### src/rtl/btn_debounce_pkg.sv
// Shared definitions for the pushbutton debouncer: FSM state width and encodings.
package btn_debounce_pkg;

  localparam int STATE_W = 2;

  localparam logic [STATE_W-1:0] ST_IDLE_LO = 2'd0;
  localparam logic [STATE_W-1:0] ST_WAIT_HI = 2'd1;
  localparam logic [STATE_W-1:0] ST_IDLE_HI = 2'd2;
  localparam logic [STATE_W-1:0] ST_WAIT_LO = 2'd3;

endpackage

### src/rtl/btn_debounce_if.sv
// Button-side bundle: raw input in, debounced level and strobes out.
// press_cnt is present only when PRESS_CNT_EN is defined.
interface btn_debounce_if;

  logic       btn_in;
  logic       btn_level;
  logic       btn_rise;
  logic       btn_fall;
`ifdef PRESS_CNT_EN
  logic [7:0] press_cnt;

  modport master (output btn_in, input btn_level, btn_rise, btn_fall, press_cnt);
  modport slave  (input btn_in, output btn_level, btn_rise, btn_fall, press_cnt);
`else
  modport master (output btn_in, input btn_level, btn_rise, btn_fall);
  modport slave  (input btn_in, output btn_level, btn_rise, btn_fall);
`endif

endinterface

### src/rtl/btn_debounce_sync_2ff.sv
// Two-flop synchronizer for a single asynchronous input; no logic between the flops.
module sync_2ff (
  input  logic clk,
  input  logic rst,
  input  logic d,
  output logic q
);

  logic s1;

  always_ff @(posedge clk or posedge rst) begin
    if (rst) begin
      s1 <= 1'b0;
      q  <= 1'b0;
    end else begin
      s1 <= d;
      q  <= s1;
    end
  end

endmodule

### src/rtl/btn_debounce.sv
// Pushbutton debouncer: synchronizes btn_in, qualifies each level change over
// STABLE_CYCLES samples, emits registered level/rise/fall (+ press_cnt with PRESS_CNT_EN).
//
// state      | meaning
// -----------+-----------------------------------------------------
// ST_IDLE_LO | output low, waiting for a synchronized high
// ST_WAIT_HI | counting consecutive high samples before going high
// ST_IDLE_HI | output high, waiting for a synchronized low
// ST_WAIT_LO | counting consecutive low samples before going low
module btn_debounce
  import btn_debounce_pkg::*;
#(
  parameter int STABLE_CYCLES = 500000,
  parameter int CNT_W         = 20
) (
  input  logic           clk,
  input  logic           rst,
  btn_debounce_if.slave  bus
);

  localparam logic [CNT_W-1:0] CNT_LAST = CNT_W'(STABLE_CYCLES - 1);

  logic               s2;
  logic [STATE_W-1:0] state;
  logic [CNT_W-1:0]   cnt;
  logic               level_q;
  logic               rise_q;
  logic               fall_q;

  sync_2ff u_sync (
    .clk (clk),
    .rst (rst),
    .d   (bus.btn_in),
    .q   (s2)
  );

  always_ff @(posedge clk or posedge rst) begin
    if (rst) begin
      state   <= ST_IDLE_LO;
      cnt     <= '0;
      level_q <= 1'b0;
      rise_q  <= 1'b0;
      fall_q  <= 1'b0;
    end else begin
      rise_q <= 1'b0;
      fall_q <= 1'b0;
      case (state)
        ST_IDLE_LO: begin
          if (s2) begin
            state <= ST_WAIT_HI;
            cnt   <= '0;
          end
        end
        ST_WAIT_HI: begin
          if (!s2) begin
            state <= ST_IDLE_LO;
            cnt   <= '0;
          end else if (cnt == CNT_LAST) begin
            state   <= ST_IDLE_HI;
            cnt     <= '0;
            level_q <= 1'b1;
            rise_q  <= 1'b1;
          end else begin
            cnt <= cnt + CNT_W'(1);
          end
        end
        ST_IDLE_HI: begin
          if (!s2) begin
            state <= ST_WAIT_LO;
            cnt   <= '0;
          end
        end
        ST_WAIT_LO: begin
          if (s2) begin
            state <= ST_IDLE_HI;
            cnt   <= '0;
          end else if (cnt == CNT_LAST) begin
            state   <= ST_IDLE_LO;
            cnt     <= '0;
            level_q <= 1'b0;
            fall_q  <= 1'b1;
          end else begin
            cnt <= cnt + CNT_W'(1);
          end
        end
        // Unreachable with a 2-bit encoding, kept so a corrupted state still lands low.
        default: begin
          state   <= ST_IDLE_LO;
          cnt     <= '0;
          level_q <= 1'b0;
        end
      endcase
    end
  end

  assign bus.btn_level = level_q;
  assign bus.btn_rise  = rise_q;
  assign bus.btn_fall  = fall_q;

`ifdef PRESS_CNT_EN
  logic [7:0] press_q;

  // Counts on the same edge that raises btn_rise so it always agrees with btn_level.
  always_ff @(posedge clk or posedge rst) begin
    if (rst) begin
      press_q <= 8'd0;
    end else if (state == ST_WAIT_HI && s2 && cnt == CNT_LAST) begin
      press_q <= press_q + 8'd1;
    end
  end

  assign bus.press_cnt = press_q;
`endif

endmodule

### src/flat_wrapper.sv
// flat-port wrapper written by rule: the top's interface ports become plain ports
module btn_debounce_flat import btn_debounce_pkg::*;
#(
  parameter int STABLE_CYCLES = 500000,
  parameter int CNT_W         = 20
)
  (clk, rst, bus_btn_in, bus_btn_level, bus_btn_rise, bus_btn_fall);
  btn_debounce_if bus_i ();
  input  logic clk;
  input  logic rst;
  input wire logic [$bits(bus_i.btn_in)-1:0] bus_btn_in;
  output wire logic [$bits(bus_i.btn_level)-1:0] bus_btn_level;
  output wire logic [$bits(bus_i.btn_rise)-1:0] bus_btn_rise;
  output wire logic [$bits(bus_i.btn_fall)-1:0] bus_btn_fall;
  assign bus_i.btn_in = bus_btn_in;
  assign bus_btn_level = bus_i.btn_level;
  assign bus_btn_rise = bus_i.btn_rise;
  assign bus_btn_fall = bus_i.btn_fall;
  btn_debounce #(.STABLE_CYCLES(STABLE_CYCLES), .CNT_W(CNT_W)) u_core (.clk(clk), .rst(rst), .bus(bus_i));
endmodule
### config.mk
export PLATFORM = sky130hd
export DESIGN_NAME = btn_debounce_flat
export DESIGN_NICKNAME = d
export VERILOG_FILES = /design/src/rtl/btn_debounce_pkg.sv /design/src/rtl/btn_debounce_if.sv /design/src/rtl/btn_debounce_sync_2ff.sv /design/src/rtl/btn_debounce.sv /design/src/flat_wrapper.sv
export SDC_FILE = /design/constraint.sdc
export NUM_CORES = 1
export LEC_CHECK = 0
export BUFFER_PORTS_ARGS = -buffer_cell sky130_fd_sc_hd__buf_2
export CORE_MARGIN = 2
export CORE_UTILIZATION = 35
export CTS_CLUSTER_DIAMETER = 80
export DETAILED_ROUTE_END_ITERATION = 10
export GPL_TIMING_DRIVEN = 0
export PLACE_DENSITY = 0.57
export SLEW_MARGIN = 10
export SYNTH_ARGS = -nofsm -noshare
export SYNTH_HDL_FRONTEND = slang
export SYNTH_HIERARCHICAL = 1
export SYNTH_SLANG_ARGS = --single-unit
### constraint.sdc
create_clock -name clk -period 4 [get_ports clk]
set_clock_uncertainty 0.1 [all_clocks]
set_input_delay 0.2 -clock clk [delete_from_list [all_inputs] [get_ports clk]]
set_output_delay 0.2 -clock clk [all_outputs]
set_load 0.005 [all_outputs]
==> results.json <==
{
  "cts_buffers": 3,
  "hold_viol": 0,
  "cts_hold_buf": 2,
  "tightest_slew_ns": 0.948,
  "core_area_mm2": 0.00394,
  "worstPathCellList": "ha_1 -> and4_1 -> and4_2 -> a21oi_2 -> buf_2 -> nand2_1 -> a31oi_1",
  "hpwl_um": 2140,
  "synthCells": 148,
  "p_sw_uw": 276,
  "critPathKind": "reg2reg",
  "clock_latency_ns": 0.27,
  "ant_nets": 0,
  "synth_edf_count": 0,
  "holdCritPathClass": "in2async",
  "die-width_um": 67.7,
  "root_buffer": "clkbuf_8",
  "fill_cells": 381,
  "relSlewSlack_pct": 36.7,
  "cp_slowest_cell": "dfrtp_1",
  "fmax_mhz": 462,
  "p_int_uw": 458,
  "routed_wl_um": 3050,
  "r2r_slack_ns": 1.83,
  "crit_required_ns": 4.09,
  "cts_tree": "done",
  "total_power_uw": 734,
  "grt_pass1_vias": 1052,
  "die_area_mm2": 0.00458,
  "vias": 1158,
  "synth_area_leaders": "dfrtp_1 (48%), nand2_1 (5.3%), a31oi_1 (4.8%)",
  "p_leak_nw": 0.685,
  "grt.overflow.total": 0,
  "num_rows": 23,
  "path_clk_slew_ns": 0.09,
  "grt_max_degree": 26,
  "start_kind": "flop",
  "synth_nets": 152,
  "drt_iter0_drc": 83,
  "synth_cell_type_count": 39,
  "p_comb_share_pct": 35.9,
  "clock-sinks": 27,
  "die_y_um": 67.7,
  "setup_viol": 0,
  "final_nets": 164,
  "ys_ff_latch": 27,
  "switching_share_pct": 37.6,
  "crit_path_end_kind": "flop",
  "drv_cap": 0,
  "slowest_delay_ns": 0.45,
  "antenna_found_initial": 0,
  "p_per_area_mw_per_mm2": 467,
  "pwr-share-seq_pct": 43.6,
  "async_flop_share_pct": 100,
  "ys_seq_area_share_pct": 47.6,
  "synth.most_common_cell": "dfrtp_1",
  "drive_above_1_share_pct": 14.5,
  "diodes": 0,
  "netlist.area_leader.share_pct": 47.6,
  "route.detailed.drc": 0,
  "cts_buffer_depth": 2,
  "gp_congestion": 0.765,
  "drv_slew": 0,
  "grt_util_all_layers_pct": 14.4,
  "synth_top_cell_by_area": "dfrtp_1",
  "cts-htree-levels": 1,
  "crit_fanout": 10,
  "portBuffers": 5,
  "status": "completed",
  "synth_area_mm2": 0.00142,
  "wl_per_cell_um": 14.6,
  "pwr-share-clk_pct": 20.5,
  "period_minus_slack_ns": 2.17,
  "cts_resized": 0,
  "synth.top_cells.by_count": "dfrtp_1 (27), nand2_1 (20), nand3_1 (12), o21ai_0 (12), a31oi_1 (11)",
  "fin_crit_sh_pct": 54.1,
  "peakVddDrop_v": 0.000314,
  "grt_pass1_wl_um": 4890,
  "cp_top_family": "simple AND/OR/NAND/NOR gates",
  "crit_buf_inv": 1,
  "vias_per_cell": 5.54,
  "post-cts-setup-buffer-count": 0,
  "synth_area_per_cell_um2": 9.60,
  "yosys_warnings": 6,
  "tns_ns": 0,
  "rsz0062_at_grt": "false",
  "syn_to_final_growth_pct": 10.7,
  "dr.pass1.iters": 4,
  "ys.flop_type": "dfrtp_1",
  "top_level_ports": 6,
  "cp.arrival_ns": 2.25,
  "start_util_pct": 36.0
}
## power groups by stage
stage          registers [mW]  clock network [mW]  logic (mW)
2_1_floorplan           0.319                   0       0.194
3_3_place_gp            0.323                   0       0.254
3_5_place_dp            0.325                   0       0.258
4_1_cts                 0.320               0.159       0.260
5_1_grt                 0.324               0.170       0.287
6_report                0.320               0.151       0.263
## final cells by class
| type | count | area, um^2 | area share, % |
|---|---|---|---|
| Timing Repair Buffer | 7 | 45.0 | 2.86 |
| Buffer | 6 | 32.5 | 2.07 |
| Tap cell | 50 | 62.6 | 3.98 |
| Inverter | 5 | 18.8 | 1.19 |
| Multi-Input combinational cell | 110 | 693 | 44.1 |
| Clock buffer | 4 | 45.0 | 2.86 |
| Sequential cell | 27 | 676 | 43.0 |
## per-layer routing
| layer | wire (um) | global-route usage (%) | vias to the layer above |
|---|---|---|---|
| li1 | - | - | 563 |
| met1 | 1400 | 19.5 | 563 |
| met2 | 1440 | 23.2 | 32 |
| met3 | 205 | 4.00 | 0 |
| met4 | 0 | 2.30 | 0 |
| met5 | 0 | 0 | - |
## path summary, 6_finish.rpt
check | from | to | cells after the start
max in group asynchronous | rst | u_core/cnt[2] | 3
worst max register to register | u_core/cnt[0] | u_core/cnt[15] | 7
worst max-delay path | u_core/cnt[0] | u_core/cnt[15] | 7
worst min register to register | u_core/u_sync/s1 | u_core/u_sync/q | 0
worst min-delay path | rst | u_core/u_sync/q | 3
min in group clk | u_core/u_sync/s1 | u_core/u_sync/q | 0
## cell usage in the layout, fill, tap and decap left out, drive strengths merged
cell type	instances
dfrtp	27
nand2	21
nand3	12
o21ai	12
a31oi	11
buf	9
a21oi	8
clkbuf	6
nor2	5
inv	5
nand4	5
and4	4
a21o	4
nor3b	3
nor3	3
xor2	3
dlygate4sd3	2
or2	2
a22o	2
and3	2
xnor2	2
nor4b	1
nor4bb	1
o31ai	1
mux2	1
o22ai	1
nor4	1
mux2i	1
and2	1
a41oi	1
or3	1
ha	1
## logic make-up (layout without fill, tap and decap cells)
kind of cell	count (synthesis)	in the layout	share of synthesized area, %
simple gates	62	62	24.9
compound gates	40	40	17.6
flops	27	27	47.6
buf+inv	11	22	3.61
xor+xnor	5	5	3.61
mux	2	2	1.76
fa+ha+maj	1	1	0.881
## worst reg2reg max path: cells and delay by family (launching register included)
kind	cells	cell delay, ns
AO/OA/AOI/OAI	2	0.40
adder cells (fa/ha/maj)	1	0.27
buffers and inverters	1	0.28
flip-flops	1	0.45
AND/OR/NAND/NOR	3	0.58
## sequential cells by signal, summed over array words and instances (netlist names), named ones only
name                  count
u_core/bus.btn_rise       1
u_core/bus.btn_fall       1
u_core/state              1
u_core/u_sync/q           1
u_core/u_sync/s1          1
u_core/bus.btn_level      1
u_core/cnt               20
## through the flow
step / instances / instance area (um^2) / setup WS [ns] / hold slack, ns / utilization (%)
after floorplan: 148 / 1420 / 2.12 / -0.159 / -
after global placement: 203 / 1510 / 1.91 / -0.0422 / 38.2
after detailed placement: 203 / 1510 / 1.90 / -0.0350 / 38.2
after CTS: 209 / 1570 / 1.86 / 0.219 / 39.9
after global routing: 209 / 1570 / 1.69 / 0.217 / 39.9
final: 209 / 1570 / 1.83 / 0.230 / 39.9
No activity file was read; power rests on OpenSTA's default activity.
